--- src/rtl/pc_offload_ctrl.sv ---
// pc_offload_ctrl
//   Next-PC sequencer that sits in front of the PC register. It normally
//   chooses between stall, branch target and sequential PC. When the fetch PC
//   equals TRIG_PC it freezes fetch, flushes the front end, starts the CGRA,
//   waits for it to finish and then redirects fetch to RESUME_PC.
//
//   Optional feature macro: PC_OFFLOAD_TIMEOUT_EN
//     defined   : a 16-bit WAIT watchdog aborts the offload after TIMEOUT
//                 WAIT cycles without completion and sets the sticky err_o.
//     undefined : WAIT waits for completion forever, err_o is tied low.
//
// Ports
//   clk_i          clock, rising edge
//   rst_i          synchronous active-high reset
//   pc_i           current PC (PC register output)
//   hazard_i       load-use hazard
//   branch_i       taken branch/jump resolved this cycle
//   branch_tgt_i   branch/jump target
//   cgra_ready_i   CGRA idle and able to accept a start
//   cgra_done_i    CGRA completion pulse
//   pc_next_o      next PC
//   pc_hold_o      hold the PC register
//   flush_o        flush IF/ID
//   cgra_start_o   registered one-cycle CGRA start pulse
//   offload_busy_o high in every state except RUN
//   offload_cnt_o  completed offloads, wraps 255 -> 0
//   err_o          sticky watchdog abort flag
module pc_offload_ctrl #(
    parameter logic [31:0] TRIG_PC   = 32'd200,
    parameter logic [31:0] RESUME_PC = 32'd248,
    parameter logic [15:0] TIMEOUT   = 16'd1024
) (
    input  logic        clk_i,
    input  logic        rst_i,
    input  logic [31:0] pc_i,
    input  logic        hazard_i,
    input  logic        branch_i,
    input  logic [31:0] branch_tgt_i,
    input  logic        cgra_ready_i,
    input  logic        cgra_done_i,
    output logic [31:0] pc_next_o,
    output logic        pc_hold_o,
    output logic        flush_o,
    output logic        cgra_start_o,
    output logic        offload_busy_o,
    output logic [7:0]  offload_cnt_o,
    output logic        err_o
);

    localparam logic [1:0] ST_RUN    = 2'd0;
    localparam logic [1:0] ST_REQ    = 2'd1;
    localparam logic [1:0] ST_WAIT   = 2'd2;
    localparam logic [1:0] ST_RESUME = 2'd3;

    logic [1:0] state_reg, state_next;
    logic       armed_reg, armed_next;
    logic       start_reg, start_next;
    logic [7:0] cnt_reg, cnt_next;
    logic       wd_expired;

    always_comb begin
        state_next = state_reg;
        armed_next = armed_reg;
        start_next = 1'b0;
        cnt_next   = cnt_reg;
        pc_next_o  = pc_i;
        pc_hold_o  = 1'b0;
        flush_o    = 1'b0;
        case (state_reg)
            ST_RUN: begin
                // Re-arm only once fetch has moved off the trigger PC, so a
                // resume landing on TRIG_PC cannot immediately retrigger.
                if (pc_i != TRIG_PC) begin
                    armed_next = 1'b1;
                end
                if (branch_i) begin
                    pc_next_o = branch_tgt_i;
                    flush_o   = 1'b1;
                end else if (hazard_i) begin
                    pc_hold_o = 1'b1;
                end else if (pc_i == TRIG_PC && armed_reg) begin
                    state_next = ST_REQ;
                    pc_hold_o  = 1'b1;
                    flush_o    = 1'b1;
                    armed_next = 1'b0;
                end else begin
                    pc_next_o = pc_i + 32'd4;
                end
            end
            ST_REQ: begin
                pc_hold_o = 1'b1;
                if (cgra_ready_i) begin
                    start_next = 1'b1;
                    state_next = ST_WAIT;
                end
            end
            ST_WAIT: begin
                pc_hold_o = 1'b1;
                // Completion wins over a simultaneous watchdog expiry.
                if (cgra_done_i) begin
                    state_next = ST_RESUME;
                    cnt_next   = cnt_reg + 8'd1;
                end else if (wd_expired) begin
                    state_next = ST_RESUME;
                end
            end
            default: begin
                pc_next_o  = RESUME_PC;
                flush_o    = 1'b1;
                state_next = ST_RUN;
            end
        endcase
    end

    always_ff @(posedge clk_i) begin
        if (rst_i) begin
            state_reg <= ST_RUN;
            armed_reg <= 1'b1;
            start_reg <= 1'b0;
            cnt_reg   <= 8'd0;
        end else begin
            state_reg <= state_next;
            armed_reg <= armed_next;
            start_reg <= start_next;
            cnt_reg   <= cnt_next;
        end
    end

`ifdef PC_OFFLOAD_TIMEOUT_EN
    logic [15:0] wd_reg;
    logic        err_reg;

    // Counter is zero on the first WAIT cycle, so expiry at TIMEOUT-1
    // leaves exactly TIMEOUT WAIT cycles before RESUME.
    assign wd_expired = (state_reg == ST_WAIT) && (wd_reg == TIMEOUT - 16'd1);

    always_ff @(posedge clk_i) begin
        if (rst_i) begin
            wd_reg  <= 16'd0;
            err_reg <= 1'b0;
        end else begin
            if (state_reg == ST_WAIT) begin
                wd_reg <= wd_reg + 16'd1;
            end else begin
                wd_reg <= 16'd0;
            end
            if (wd_expired && !cgra_done_i) begin
                err_reg <= 1'b1;
            end
        end
    end

    assign err_o = err_reg;
`else
    logic unused_timeout;
    assign unused_timeout = ^TIMEOUT;
    assign wd_expired     = 1'b0;
    assign err_o          = 1'b0;
`endif

    assign cgra_start_o   = start_reg;
    assign offload_cnt_o  = cnt_reg;
    assign offload_busy_o = (state_reg != ST_RUN);

endmodule

--- config.mk ---
export PLATFORM = sky130hd
export DESIGN_NAME = pc_offload_ctrl
export DESIGN_NICKNAME = d
export VERILOG_FILES = /design/src/rtl/pc_offload_ctrl.sv
export SDC_FILE = /design/constraint.sdc
export NUM_CORES = 1
export LEC_CHECK = 0
export CAP_MARGIN = 20
export CORE_AREA = 8 8 81 83
export DETAILED_ROUTE_END_ITERATION = 7
export DIE_AREA = 0 0 89 91
export PLACE_DENSITY_LB_ADDON = 0.3
export SYNTH_ARGS = -nofsm -noshare
export SYNTH_HDL_FRONTEND = slang
export SYNTH_SLANG_ARGS = --single-unit
--- constraint.sdc ---
create_clock -name clk_i -period 2.53 [get_ports clk_i]
set_input_delay 0.253 -clock clk_i [delete_from_list [all_inputs] [get_ports clk_i]]
set_output_delay 0.253 -clock clk_i [all_outputs]
set_load 0.03 [all_outputs]
# After elaboration in Yosys (flattened, before gate mapping)
# Cells that the tools add are included.
dict set report classes {
  n_mux 22
  n_addsub 2
  reduce_logical 7
  n_bitwise 1
  n_eq_ne 9
}
# op n
set ops {}
lappend ops {{32-bit two-way mux} 3}
lappend ops {{32-bit case mux with 2 select lines} 1}
lappend ops {{32-bit by 3-bit adder with 32-bit output (second input constant)} 1}
lappend ops {{32-bit by 8-bit equality test with 1-bit output (second input constant)} 1}
lappend ops {{32-bit by 8-bit inequality test with 1-bit output (second input constant)} 1}
lappend ops {{1-bit two-way mux} 10}
lappend ops {{2-bit two-way mux} 5}
lappend ops {{2-bit inequality test (second input constant)} 5}
lappend ops {{8-bit by 1-bit adder with 8-bit output (second input constant)} 1}
lappend ops {{2-bit case mux with 3 select lines} 1}
lappend ops {{5-bit AND reduction} 1}
lappend ops {{1-bit case mux with 2 select lines} 2}
lappend ops {{2-bit OR reduction} 2}
lappend ops {{2-bit by 1-bit equality test with 1-bit output (second input constant)} 1}
lappend ops {{2-bit equality test (second input constant)} 1}
lappend ops {{2-bit zero test} 1}
lappend ops {{2-bit AND reduction} 1}
lappend ops {{2-bit nonzero test} 1}
lappend ops {{1-bit logical AND} 1}
lappend ops {{1-bit inverter} 1}
dict set report word_totals {
  register_bits 12
  wordCells 45
  out_inout_bits 45
}

# Depth between registers and ports, before layout
dict set report logic_depth {
  ltp_word 6
  depth_mapped 9
  depth_no_buf 7
}

# Worst setup path before layout
# OpenSTA, ideal clock, no wires.
dict set report synth_timing {
  kind {register to output}
  start {reg state_reg[0]}
  end {out pc_next_o[15]}
  path_stages_with_launch 9
  required_ns 2.277
  t_arrival_ns 2.330
  path_slack_ns -0.053
  cell_sequence {dfxtp_1 > inv_1 > ha_1 > clkbuf_2 > clkinv_1 > nor2_1 > buf_2 > a22oi_1 > o22ai_1}
}
dict set report synth_via {
  elab_chain_cells 3
}
# element line_no
set synth_lines {}
lappend synth_lines {{start: declaration} 55} ;# logic [1:0] state_reg, state_next;
lappend synth_lines {{start signal: assignment} 122} ;# state_reg <= state_next;
lappend synth_lines {{2-bit equality test / 2-bit by 1-bit equality test with 1-bit output (equally long branches)} 69} ;# case (state_reg)
lappend synth_lines {{2-bit OR reduction (no line)} n/a}
lappend synth_lines {{32-bit case mux with 2 select lines (*)} 69}
lappend synth_lines {{end: declaration} 41} ;# output logic [31:0] pc_next_o,
# Every way passes the cells marked *; elsewhere a longest branch is shown, timed or not.

# Worst setup path after layout
dict set report layout_timing {
  start {in pc_i[10]}
  end {out pc_next_o[14]}
}
dict set report layout_via {
  elab_chain_cells 6
}
# element line_no
set layout_lines {}
lappend layout_lines {{start: declaration} 35} ;# input logic [31:0] pc_i,
lappend layout_lines {{branches (longest 2 deep; another with 32-bit by 3-bit adder with 32-bit output)} n/a}
lappend layout_lines {{32-bit two-way mux (*)} 81} ;# end else if (pc_i == TRIG_PC && armed_reg) begin
lappend layout_lines {{32-bit two-way mux (*)} 79} ;# end else if (hazard_i) begin
lappend layout_lines {{32-bit two-way mux (*)} 76} ;# if (branch_i) begin
lappend layout_lines {{32-bit case mux with 2 select lines (*)} 69}
# Mark *: on every way between the ends.

==> results <==
==> final timing paths <==
check,endpoint,start,cells after the start
setup reg to reg,state_reg[0],state_reg[0],6
hold / removal,offload_cnt_o[7],offload_cnt_o[7],2
setup / recovery,pc_next_o[14],pc_i[10],9
hold reg to reg,offload_cnt_o[7],offload_cnt_o[7],2
==> kinds of logic (layout without fill, tap and decap cells) <==
kind of cell	after synthesis	in the layout	share of synthesized area
other	1	1	0.00183
AOI/OAI and AO/OA	85	85	0.283
adders and majority gates	7	7	0.0428
xor gates and xnor gates	20	20	0.0855
buffers and inverters	35	197	0.0684
muxes	5	5	0.0250
and+or+nand+nor	136	137	0.376
DFF	12	12	0.117
==> worst max-delay path, stage by stage <==
cell and delay [ns]:
clkdlybuf4s50_1 0.54, nand4_1 0.22, buf_4 0.21, nor4_1 0.23, buf_4 0.19, nand3_1 0.07, a21boi_0 0.13, o32ai_1 0.16
buf_4 0.22
==> per-stage QoR <==
step,util,cell area [um^2]
6_report,0.710,3790
2_1_floorplan,-,2100
3_3_place_gp,0.679,3620
3_5_place_dp,0.679,3620
4_1_cts,0.688,3670
5_1_grt,0.710,3790
==> area by class of cell <==
class                           count  area [um^2]
Multi-Input combinational cell    255         1770
Timing Repair Buffer              178         1590
Fill cell                         460         1550
Inverter                           16         60.1
Clock buffer                        3         41.3
Sequential cell                    12          240
Tap cell                           72         90.1
==> metal layers <==
| metal | track usage | vias to the layer above |
|---|---|---|
| met4 | 0.0721 | 0 |
| met1 | 0.265 | 1491 |
| met2 | 0.388 | 200 |
| met3 | 0.0414 | 25 |
| li1 | - | 1479 |
| met5 | 0 | - |
==> power breakdown <==
part           total, uW  switching [uW]  internal [uW]
clock network        168            63.4            104
logic               2060            1230            831
registers            211            8.72            202
total               2430            1300           1140
==> what timing repair did <==
action / in CTS / in global routing
pin swaps: 0 / 4
gates resized for setup: 1 / 18
gates cloned: 0 / 1
setup buffers: 0 / 5
endpoints found under the hold margin: 0 / 0
endpoints found under the setup margin: 3 / 14
==> cell usage after synthesis (3+ instances only) <==
cell type  instances  area share
dfxtp_1           12        0.12
a21oi_1           15       0.037
nor3_1             9       0.022
o22ai_1           10       0.031
o41ai_1            3       0.013
xor2_1            15       0.064
nand2_1           24       0.044
o21ai_0           15       0.037
nand4_1           14       0.043
a22oi_1           15       0.055
clkbuf_1          12       0.022
and2_1             3      0.0092
ha_1               7       0.043
a31oi_1            5       0.015
a221oi_1           4       0.017
or3_1              3      0.0092
nand3_1           18       0.044
or4_1              3       0.011
o32ai_1            4       0.017
inv_1             15       0.027
nand2b_1           4       0.012
nor2_1            32       0.059
xnor2_1            5       0.021
o211ai_1           3       0.011
mux2i_1            4       0.020
nor4_1             8       0.024
==> placed cells by master, fill, tap and decap left out, types with 2 or more instances in the layout <==
master            n
buf_4            94
clkdlybuf4s50_1  69
nor2_1           32
nand2_1          24
nand3_1          17
inv_1            15
a21oi_1          15
o21ai_0          15
xor2_1           15
a22oi_1          15
nand4_1          14
dfxtp_1          12
dlymetal6s2s_1   10
nor3_1            9
o22ai_2           9
nor4_1            7
ha_1              7
xnor2_1           5
nand2b_1          4
a31oi_1           4
o32ai_1           4
a221oi_1          4
mux2i_1           4
buf_6             4
nand3_2           3
or3_1             3
and2_1            3
o41ai_1           3
or4_1             3
o211ai_1          3
clkbuf_8          3
nor2b_1           2
nor3_4            2
nor3b_1           2
and3_1            2
o22ai_1           2
==> reports/results.ini <==
[synthesis]
async_flop_share = 0
yosysUniqueCellTypes = 57
netlist_instances = 301
synthesis.nets = 378
syn_avg_cell_area_um2 = 6.80
yosysWarnings = 0
synth_edf_count = 0
ys_seq_area_frac = 0.117
syn_area_um2 = 2050
ys.flop_type = dfxtp_1
synth_seq_cells = 12

[cts]
cts_tree = done
insertion_delay_ns = 0.23
ctsHoldBuffers = 0
h-tree-depth = 1
clock_sinks = 12
cts_buffers = 3
cts-root-buf = clkbuf_8
clock_tree.buffer_depth = 2
clk_pin_slew_ns = 0.05

[detailed_routing]
wl_met2_mm = 4.66
vias = 3195
drt_iter0_drc = 232
wirelength_met1_mm = 3.80
drt-pass1-iter-count = 7
finalWirelength_mm = 9.68
wl_per_cell_um = 18.1
highest_layer = met4
drc = 0
final_antenna_net_count = 0
met3_length_um = 989
viasPerCell = 5.96

[timing]
finalSetupTns_ns = 0
slew_violations = 0
layout_setup_ws_ns = 0.0534
period_minus_slack_ns = 2.48
fmaxAchievable_ghz = 0.404
finalHoldViolations = 0
whs_ns = 0.487
worst_slew_pin_slew_ns = 0.499
finClkSkew_ns = 0.00170
finalCritPeriodShare = 0.979
finalSetupViolCount = 0
grt_setup_unrepaired = false
relSlewSlack = 0.665

[floorplanning]
die_area_um2 = 8100
die_height_um = 91
die_x_um = 89
io_pins = 115
core_area_um2 = 5340
initial_core_util = 0.384
rows = 27

[worst_setup_path]
required_ns = 2.28
endpoint_kind = primary output
cp-start-kind = input port
crit_fanout = 4
reg2reg_slack_ns = 0.74
crit_type = input port to primary output
crit_arrival_ns = 2.22

[grt]
grt_overflow = 0
antenna_found_initial = 0
grt_max_degree = 21
grt_pass1_vias = 3177
grt_first_pass_wirelength_mm = 15.0
track_usage = 0.223

[finish]
diodes = 0
drive_gt1_frac = 0.267
largest_register_ffs = 8
stdcell_count = 536
area_growth_pct = 85.0
nets = 543

[status]
status = finished clean

[power_and_ir_drop]
finalPower_uw = 2430
leakage_uw = 0.00164
powerDensity_nw_per_um2 = 643
ir_worst_vdd_mv = 0.561

[place]
port_buffers = 113
post-dp-hpwl_mm = 7.78
place_ws_ns = -0.0426
dp.cells = 527
place.gp.congestion = 1.02

[min_path]
hp-class = register to register

[job]
drv_cap = 0

Note: power is estimated with default switching activity, not from simulation.
